--- config.mk ---
export PLATFORM = sky130hd
export DESIGN_NAME = traffic_light_fsm_flat
export DESIGN_NICKNAME = d
export VERILOG_FILES = /design/src/rtl/traffic_light_fsm_pkg.sv /design/src/rtl/traffic_light_fsm_if.sv /design/src/rtl/traffic_light_fsm_tick_gen.sv /design/src/rtl/traffic_light_fsm.sv /design/src/flat_wrapper.sv
export SDC_FILE = /design/constraint.sdc
export NUM_CORES = 1
export LEC_CHECK = 0
export ABC_AREA = 1
export BUFFER_PORTS_ARGS = -buffer_cell sky130_fd_sc_hd__buf_2
export CAP_MARGIN = 20
export CORE_MARGIN = 10
export CORE_UTILIZATION = 40
export DETAILED_ROUTE_END_ITERATION = 12
export PLACE_DENSITY = 0.6
export SETUP_SLACK_MARGIN = 0.05
export SYNTH_ARGS = -nofsm -noshare
export SYNTH_HDL_FRONTEND = slang
export SYNTH_SLANG_ARGS = --single-unit
--- constraint.sdc ---
create_clock -name clk -period 2.9 [get_ports clk]
set_input_delay 0.145 -clock clk [delete_from_list [all_inputs] [get_ports clk]]
set_output_delay 0.145 -clock clk [all_outputs]
set_load 0.05 [all_outputs]
--- src/rtl/traffic_light_fsm_pkg.sv ---
// Shared types and helpers for the traffic-light sequencer.
package traffic_light_fsm_pkg;

  // Encoding is consumed downstream by pwm_driver; 2'b11 is never driven.
  typedef enum logic [1:0] {
    StRed    = 2'b00,
    StGreen  = 2'b01,
    StYellow = 2'b10
  } state_e;

  localparam int unsigned TickCntW = 8;

  // Last tick_cnt value of a phase lasting `ticks` ticks.
  function automatic logic [TickCntW-1:0] last_tick(int unsigned ticks);
    return TickCntW'(ticks - 1);
  endfunction

endpackage

--- src/rtl/traffic_light_fsm_if.sv ---
// Control inputs and light-state outputs of the traffic-light sequencer.
interface traffic_light_fsm_if;
  import traffic_light_fsm_pkg::*;

  logic                enable;
  logic                ped_req;
  logic                emergency;
  state_e              traffic_state;
  logic                state_changed;
  logic                ped_pending;
  logic [TickCntW-1:0] remain_ticks;

  modport master (
    output enable, ped_req, emergency,
    input  traffic_state, state_changed, ped_pending, remain_ticks
  );

  modport slave (
    input  enable, ped_req, emergency,
    output traffic_state, state_changed, ped_pending, remain_ticks
  );

endinterface

--- src/rtl/traffic_light_fsm_tick_gen.sv ---
// Prescaler: one-cycle tick every TICK_DIV enabled clocks, frozen while disabled.
module tick_gen #(
  parameter int unsigned TICK_DIV = 1000
) (
  input  logic clk,
  input  logic rst_n,
  input  logic enable,
  output logic tick
);

  localparam int unsigned CntW = $clog2(TICK_DIV);
  localparam logic [CntW-1:0] CntMax = CntW'(TICK_DIV - 1);

  logic [CntW-1:0] cnt_q;

  assign tick = enable && (cnt_q == CntMax);

  // Count 0..TICK_DIV-1 and wrap; hold value when disabled.
  always_ff @(posedge clk) begin
    if (!rst_n) begin
      cnt_q <= '0;
    end else if (enable) begin
      cnt_q <= (cnt_q == CntMax) ? '0 : cnt_q + 1'b1;
    end
  end

endmodule

--- src/rtl/traffic_light_fsm.sv ---
// Traffic-light sequencer: RED -> GREEN -> YELLOW on tick timers, with pedestrian
// shortening of GREEN and an emergency hold in RED.
module traffic_light_fsm
  import traffic_light_fsm_pkg::*;
#(
  parameter int unsigned TICK_DIV        = 1000,
  parameter int unsigned RED_TICKS       = 30,
  parameter int unsigned GREEN_TICKS     = 25,
  parameter int unsigned YELLOW_TICKS    = 5,
  parameter int unsigned MIN_GREEN_TICKS = 10
) (
  input logic                clk,
  input logic                rst_n,
  traffic_light_fsm_if.slave bus
);

  localparam logic [TickCntW-1:0] RedLast      = last_tick(RED_TICKS);
  localparam logic [TickCntW-1:0] GreenLast    = last_tick(GREEN_TICKS);
  localparam logic [TickCntW-1:0] YellowLast   = last_tick(YELLOW_TICKS);
  localparam logic [TickCntW-1:0] MinGreenLast = last_tick(MIN_GREEN_TICKS);

  logic                tick;
  state_e              state_q;
  logic [TickCntW-1:0] tick_cnt_q;
  logic                ped_q;
  logic                changed_q;
  logic [TickCntW-1:0] duration;

  tick_gen #(
    .TICK_DIV(TICK_DIV)
  ) u_tick_gen (
    .clk   (clk),
    .rst_n (rst_n),
    .enable(bus.enable),
    .tick  (tick)
  );

  // Sequencer state, phase timer, pedestrian latch and change pulse.
  always_ff @(posedge clk) begin
    if (!rst_n) begin
      state_q    <= StRed;
      tick_cnt_q <= '0;
      ped_q      <= 1'b0;
      changed_q  <= 1'b0;
    end else begin
      changed_q <= 1'b0;
      // Latching is independent of enable; a RED-entry clear below overrides it.
      if (bus.ped_req && (state_q == StGreen || state_q == StYellow)) begin
        ped_q <= 1'b1;
      end
      case (state_q)
        StRed: begin
          if (bus.enable) begin
            if (bus.emergency) begin
              tick_cnt_q <= '0;
            end else if (tick) begin
              if (tick_cnt_q == RedLast) begin
                state_q    <= StGreen;
                tick_cnt_q <= '0;
                changed_q  <= 1'b1;
              end else begin
                tick_cnt_q <= tick_cnt_q + 1'b1;
              end
            end
          end
        end
        StGreen: begin
          if (bus.enable) begin
            if (bus.emergency) begin
              state_q    <= StYellow;
              tick_cnt_q <= '0;
              changed_q  <= 1'b1;
            end else if (tick) begin
              if (tick_cnt_q == GreenLast || (ped_q && tick_cnt_q >= MinGreenLast)) begin
                state_q    <= StYellow;
                tick_cnt_q <= '0;
                changed_q  <= 1'b1;
              end else begin
                tick_cnt_q <= tick_cnt_q + 1'b1;
              end
            end
          end
        end
        StYellow: begin
          if (bus.enable && tick) begin
            if (tick_cnt_q == YellowLast) begin
              state_q    <= StRed;
              tick_cnt_q <= '0;
              changed_q  <= 1'b1;
              ped_q      <= 1'b0;
            end else begin
              tick_cnt_q <= tick_cnt_q + 1'b1;
            end
          end
        end
        default: begin
          // Unreachable encoding (upset or forced): recover to RED immediately.
          state_q    <= StRed;
          tick_cnt_q <= '0;
          changed_q  <= 1'b1;
          ped_q      <= 1'b0;
        end
      endcase
    end
  end

  // Duration of the current phase for the remaining-ticks readout.
  always_comb begin
    duration = TickCntW'(RED_TICKS);
    case (state_q)
      StGreen:  duration = TickCntW'(GREEN_TICKS);
      StYellow: duration = TickCntW'(YELLOW_TICKS);
      default:  duration = TickCntW'(RED_TICKS);
    endcase
  end

  assign bus.traffic_state = state_q;
  assign bus.state_changed = changed_q;
  assign bus.ped_pending   = ped_q;
  assign bus.remain_ticks  = duration - tick_cnt_q;

endmodule

--- src/flat_wrapper.sv ---
// flat-port wrapper written by rule: the top's interface ports become plain ports
module traffic_light_fsm_flat import traffic_light_fsm_pkg::*;
#(
  parameter int unsigned TICK_DIV        = 1000,
  parameter int unsigned RED_TICKS       = 30,
  parameter int unsigned GREEN_TICKS     = 25,
  parameter int unsigned YELLOW_TICKS    = 5,
  parameter int unsigned MIN_GREEN_TICKS = 10
)
  (clk, rst_n, bus_enable, bus_ped_req, bus_emergency, bus_traffic_state, bus_state_changed, bus_ped_pending, bus_remain_ticks);
  traffic_light_fsm_if bus_i ();
  input logic clk;
  input logic rst_n;
  input wire logic [$bits(bus_i.enable)-1:0] bus_enable;
  input wire logic [$bits(bus_i.ped_req)-1:0] bus_ped_req;
  input wire logic [$bits(bus_i.emergency)-1:0] bus_emergency;
  output wire logic [$bits(bus_i.traffic_state)-1:0] bus_traffic_state;
  output wire logic [$bits(bus_i.state_changed)-1:0] bus_state_changed;
  output wire logic [$bits(bus_i.ped_pending)-1:0] bus_ped_pending;
  output wire logic [$bits(bus_i.remain_ticks)-1:0] bus_remain_ticks;
  assign bus_i.enable = bus_enable;
  assign bus_i.ped_req = bus_ped_req;
  assign bus_i.emergency = bus_emergency;
  assign bus_traffic_state = bus_i.traffic_state;
  assign bus_state_changed = bus_i.state_changed;
  assign bus_ped_pending = bus_i.ped_pending;
  assign bus_remain_ticks = bus_i.remain_ticks;
  traffic_light_fsm #(.TICK_DIV(TICK_DIV), .RED_TICKS(RED_TICKS), .GREEN_TICKS(GREEN_TICKS), .YELLOW_TICKS(YELLOW_TICKS), .MIN_GREEN_TICKS(MIN_GREEN_TICKS)) u_core (.clk(clk), .rst_n(rst_n), .bus(bus_i));
endmodule
# After elaboration in Yosys (flattened, before gate mapping)
# Index checks and enable logic that the tools add are counted.
dict set report classes {
  addsub 3
  magnitude_cmp 1
  n_eq_ne 16
  muxes 39
  n_reduce_logical 10
}
# op count
set op_table {}
lappend op_table {{2-to-1 mux 8 bit} 10}
lappend op_table {{case mux 8 bit (3 select lines)} 1}
lappend op_table {{2-to-1 mux 2 bit} 10}
lappend op_table {{== test 8 x 5 -> 1 bit (second input constant)} 2}
lappend op_table {{2-to-1 mux 1 bit} 13}
lappend op_table {{adder 10 x 1 -> 10 bit (second input constant)} 1}
lappend op_table {{== test 10 bit (second input constant)} 1}
lappend op_table {{2-to-1 mux 10 bit} 1}
lappend op_table {{inequality test 2 bit (second input constant)} 5}
lappend op_table {{case mux 5 bit (2 select lines)} 1}
lappend op_table {{AND reduction 9 bit} 1}
lappend op_table {{adder 8 x 1 -> 8 bit (second input constant)} 1}
lappend op_table {{== test 8 x 3 -> 1 bit (second input constant)} 1}
lappend op_table {{>= comparator 8 x 4 -> 1 bit (second input constant)} 1}
lappend op_table {{subtractor 5 x 8 -> 8 bit} 1}
lappend op_table {{inequality test 3 x 2 -> 1 bit (second input constant)} 2}
lappend op_table {{case mux 2 bit (3 select lines)} 1}
lappend op_table {{AND reduction 5 bit} 1}
lappend op_table {{logical AND 1 bit} 4}
lappend op_table {{inequality test 2 x 1 -> 1 bit (second input constant)} 2}
lappend op_table {{inequality test 3 bit (second input constant)} 1}
lappend op_table {{case mux 1 bit (3 select lines)} 1}
lappend op_table {{== test 2 x 1 -> 1 bit (second input constant)} 1}
lappend op_table {{== test 2 bit (second input constant)} 1}
lappend op_table {{4 further kinds} 5}
dict set report totals {
  ff_bits 22
  out_inout_bits 12
  elab_cells 74
}

# Logic depth before layout (Yosys ltp)
dict set report depth {
  ltp_word 8
  mapped_depth 13
}

# Modules after synthesis
# Synthesis repeated with hierarchy kept, for this count alone.
dict set report unflattened {
  cells_unflattened 255
  area_unflattened_um2 1769.2
}
# module instances cells_per_inst area_per_inst_um2 seq_area_each_um2
set modules_own_cells {}
lappend modules_own_cells {traffic_light_fsm 1 175 1202.4 240.2}
lappend modules_own_cells {tick_gen 1 80 566.8 200.2}

# Least setup slack after synthesis
# OpenSTA, ideal clock, no wires.
dict set report synth_path {
  kind {register -> output}
  from {register u_core.state_q[0], in the netlist u_core.bus.traffic_state[0]}
  to {output bus_remain_ticks[6]}
  arrival_time_ps 3068
  path_slack_ps -313
  path_stages_with_launch 10
  path_buffers 0
  path_cell_list {dfxtp_1 > inv_1 > ha_1 > inv_1 > ha_1 > fa_1 > o21ai_0 > nand2_1 > a21oi_1 > xor2_1}
}
dict set report synth_via {
  elab_chain_cells 3
  word_cells_on_any_way 4
  cone_classes {add/sub: 1; eq/ne: 2; mux: 1}
}
# item line
set synth_lines {}
lappend synth_lines {{start: declaration} traffic_light_fsm.sv:23} ;# state_e state_q;
lappend synth_lines {{start signal: assignment} traffic_light_fsm.sv:41} ;# state_q <= StRed;
lappend synth_lines {{start signal: assignment} traffic_light_fsm.sv:58} ;# state_q <= StGreen;
lappend synth_lines {{start signal: assignment} traffic_light_fsm.sv:70} ;# state_q <= StYellow;
lappend synth_lines {{== test 2 bit or == test 2 x 1 -> 1 bit (tied branches)} traffic_light_fsm.sv:110} ;# case (state_q)
lappend synth_lines {{case mux 5 bit (2 select lines) (*)} traffic_light_fsm.sv:110}
lappend synth_lines {{subtractor 5 x 8 -> 8 bit (*)} traffic_light_fsm.sv:120} ;# assign bus.remain_ticks = duration - tick_cnt_q;
lappend synth_lines {{end: declaration} flat_wrapper.sv:20} ;# output wire logic [$bits(bus_i.remain_ticks)-1:0] bus_remain_ticks;
# Every way passes the cells marked *; elsewhere a longest branch is shown, timed or not.

# Final worst setup path
dict set report layout_path {
  from {register u_core.state_q[1], in the netlist u_core.bus.traffic_state[1]}
  to {output bus_remain_ticks[6]}
}
# The elaborated chain is that of the path after synthesis.

==> results_dict.tcl <==
set metrics [dict create \
    status "finished, final reports clean" \
    synth_area_leaders "dfxtp_1, nand2_1, ha_1" \
    netlist_instances 259 \
    finalSetupTns_ns 0 \
    drt_wl_total_mm 3.73 \
    synth_area_mm2 0.00174 \
    hold_class "in -> reg" \
    grt_pass1_wl_mm 6.60 \
    synth_fp_nets 280 \
    path_max_fanout 6 \
    crit_type "reg -> out" \
    hold_viol_final 0 \
    cpPeakStageDelay_ns 0.42 \
    synth.top_cell.area_share_pct 25.3 \
    rsz0062_at_grt "true" \
    max_slew_margin_pct 76.6 \
    h-tree-depth 1 \
    postCtsSetupBuffers 0 \
    routedWlPerCell_um 11.5 \
    critPathSlowestCell "fa_1" \
    yosys.cell_count.top_type "nand2_1" \
    endpoint_kind "output pin" \
    final-setup-viol-count 0 \
    seq_area_um2 443 \
    via_count 1535 \
    via_per_inst 4.74 \
    detail-route-antenna-nets 0 \
    path_clk_slew_ns 0.09 \
    io_pins 17 \
    post-place-ws_ns 0.152 \
    core-area_mm2 0.00412 \
    skew_ns 0.00974 \
    numCtsBuffers 3 \
    nets 296 \
    fill_cells 434 \
    synth_largest_area_cell "dfxtp_1" \
    grt_remaining_overflow 0 \
    ys_seq_area_share_pct 25.3 \
    ys_seq_elements 22 \
    die_w_um 86.0 \
    critPathRequiredTime_ns 2.76 \
    crit_top_cell "inv_1" \
    drtIter0Drc 89 \
    startpoint_type "flip-flop" \
    synth.distinct_cells 30 \
    finalCritPeriodShare_pct 91.7 \
    synth_warnings 0 \
    port_buffers 16 \
    clock_path_buffers 2 \
    rows 23 \
    diodes 0 \
    max_cap_viol_count 0 \
    cts-root-buf "clkbuf_8" \
    ys_async_sr_fraction_pct 0 \
    cts_tree "built" \
    initial_core_util_pct 42.4 \
    antenna_found_initial 0 \
    clock_sinks 22 \
    p_leak_uw 0.000904 \
    dr.pass1.iters 4 \
    drc_errors 0 \
    dp_hpwl_mm 2.99 \
    gp_congestion 0.892 \
    clk_latency_ns 0.27 \
    gr-usage-all-layers_pct 10.8 \
    slew_violations 0 \
    synth-edff-count 0 \
    max_freq_mhz 376 \
    arrival_ns 2.51 \
    syn-mean-instance-area_um2 6.73 \
    worst_pin_slew_ns 0.348 \
    grt_max_degree 15 \
    grt_pass1_vias 1472 \
    synth_flop_cell "dfxtp_1" \
    dieArea_mm2 0.00740 \
    drive_gt1_share_pct 17.5 \
    syn_to_final_growth_pct 12.2 \
    multi_input_area_mm2 0.00116 \
    worstPathCellList "inv_1 > ha_4 > inv_1 > ha_1 > fa_1 > o21ai_2 > nand2_1 > a21oi_2 > xor2_2 > buf_4" \
    dieHeight_um 86.0 \
    layout_min_cycle_time_ns 2.66 \
    final.setup.worst_slack_ns 0.242 \
    power_density_mw_per_mm2 388 \
    ys_top_cells_by_count "nand2_1, nor2_1, inv_1" \
    peakVddDrop_mv 0.162 \
]
-- repair_timing --
| item | 4_1_cts | 5_1_grt |
|---|---|---|
| resized for setup | 5 | 3 |
| hold buffers | 0 | 0 |
| setup endpoints to repair | 1 | 3 |
-- per-stage QoR --
step                      hold slack [ns]  power [µW]  util (%)  instance area [µm²]  cells
after floorplan                     0.308         443         -                 1770    259
after global placement              0.486         470      45.2                 1860    320
after detailed placement            0.506         471      45.2                 1860    320
after CTS                           0.193         775      47.1                 1940    324
after global routing                0.226         803      47.5                 1960    324
final                               0.204         758      47.5                 1960    324
-- routing by layer --
layer,part of all wire (%),vias up,GRT usage (%)
met5,0,-,0
met1,48,663,13.6
met4,1.6,0,4.49
li1,-,844,-
met2,44,24,16.8
met3,5.7,4,2.84
-- logic make-up (layout without fill, tap and decap cells) --
| kind of cell | Yosys count | after routing | share of synthesized area (%) |
|---|---|---|---|
| AO/OA/AOI/OAI | 35 | 35 | 11.3 |
| XOR/XNOR | 10 | 10 | 5.03 |
| adder cells (fa/ha/maj) | 16 | 16 | 11.9 |
| buffers and inverters | 42 | 57 | 10.8 |
| flip-flops | 22 | 22 | 25.3 |
| AND/OR/NAND/NOR | 134 | 134 | 35.7 |
-- worst max-delay path, delay by kind of cell (launching register included) --
family	cells	cell delay (ns)
AO/OA/AOI/OAI	2	0.35
XOR/XNOR	1	0.13
adder cells (fa/ha/maj)	3	0.91
buffers and inverters	3	0.35
flip-flops	1	0.38
AND/OR/NAND/NOR	1	0.09
-- layout by cell type, fill, tap and decap left out, drive strengths merged --
master / instances
nand2: 58
o21ai: 8
xnor2: 3
a21oi: 23
buf: 16
nor3b: 3
xor2: 7
fa: 1
a31oi: 1
nor3: 3
ha: 15
o31ai: 3
clkbuf: 3
dfxtp: 22
nand4: 3
nor2: 48
inv: 37
nand3: 19
bufinv: 1
-- report_power, final --
part / internal (µW) / total, µW / switching [µW]
sequential: 310 / 321 / 11.3
combinational: 43.7 / 143 / 99.1
clock: 185 / 294 / 110
-- final timing paths --
kind | start | end | slack, ns | cells after the start
max | u_core.bus.traffic_state[1] | bus_remain_ticks[6] | 0.24 | 10
min reg2reg | u_core.u_tick_gen.cnt_q[1] | u_core.u_tick_gen.cnt_q[1] | 0.52 | 2
max reg2reg | u_core.bus.traffic_state[1] | u_core.bus.traffic_state[1] | 1.15 | 11
min | rst_n | u_core.bus.traffic_state[1] | 0.20 | 3
-- cell type report --
cell class              count  area share, %
clock buffers               3           2.11
clock inverters             1           1.54
inverters                  37           7.10
multi-input cells         195           59.2
flip-flops and latches     22           22.6
well taps                  50           3.20
repair buffers             16           4.22
-- registers in the layout, summed over array words and instances, names as in the netlist --
register / cells
u_core.bus.traffic_state: 2
u_core.tick_cnt_q: 8
u_core.u_tick_gen.cnt_q: 10
u_core.bus.ped_pending: 1
u_core.bus.state_changed: 1
(Power assumes the default switching activity.)
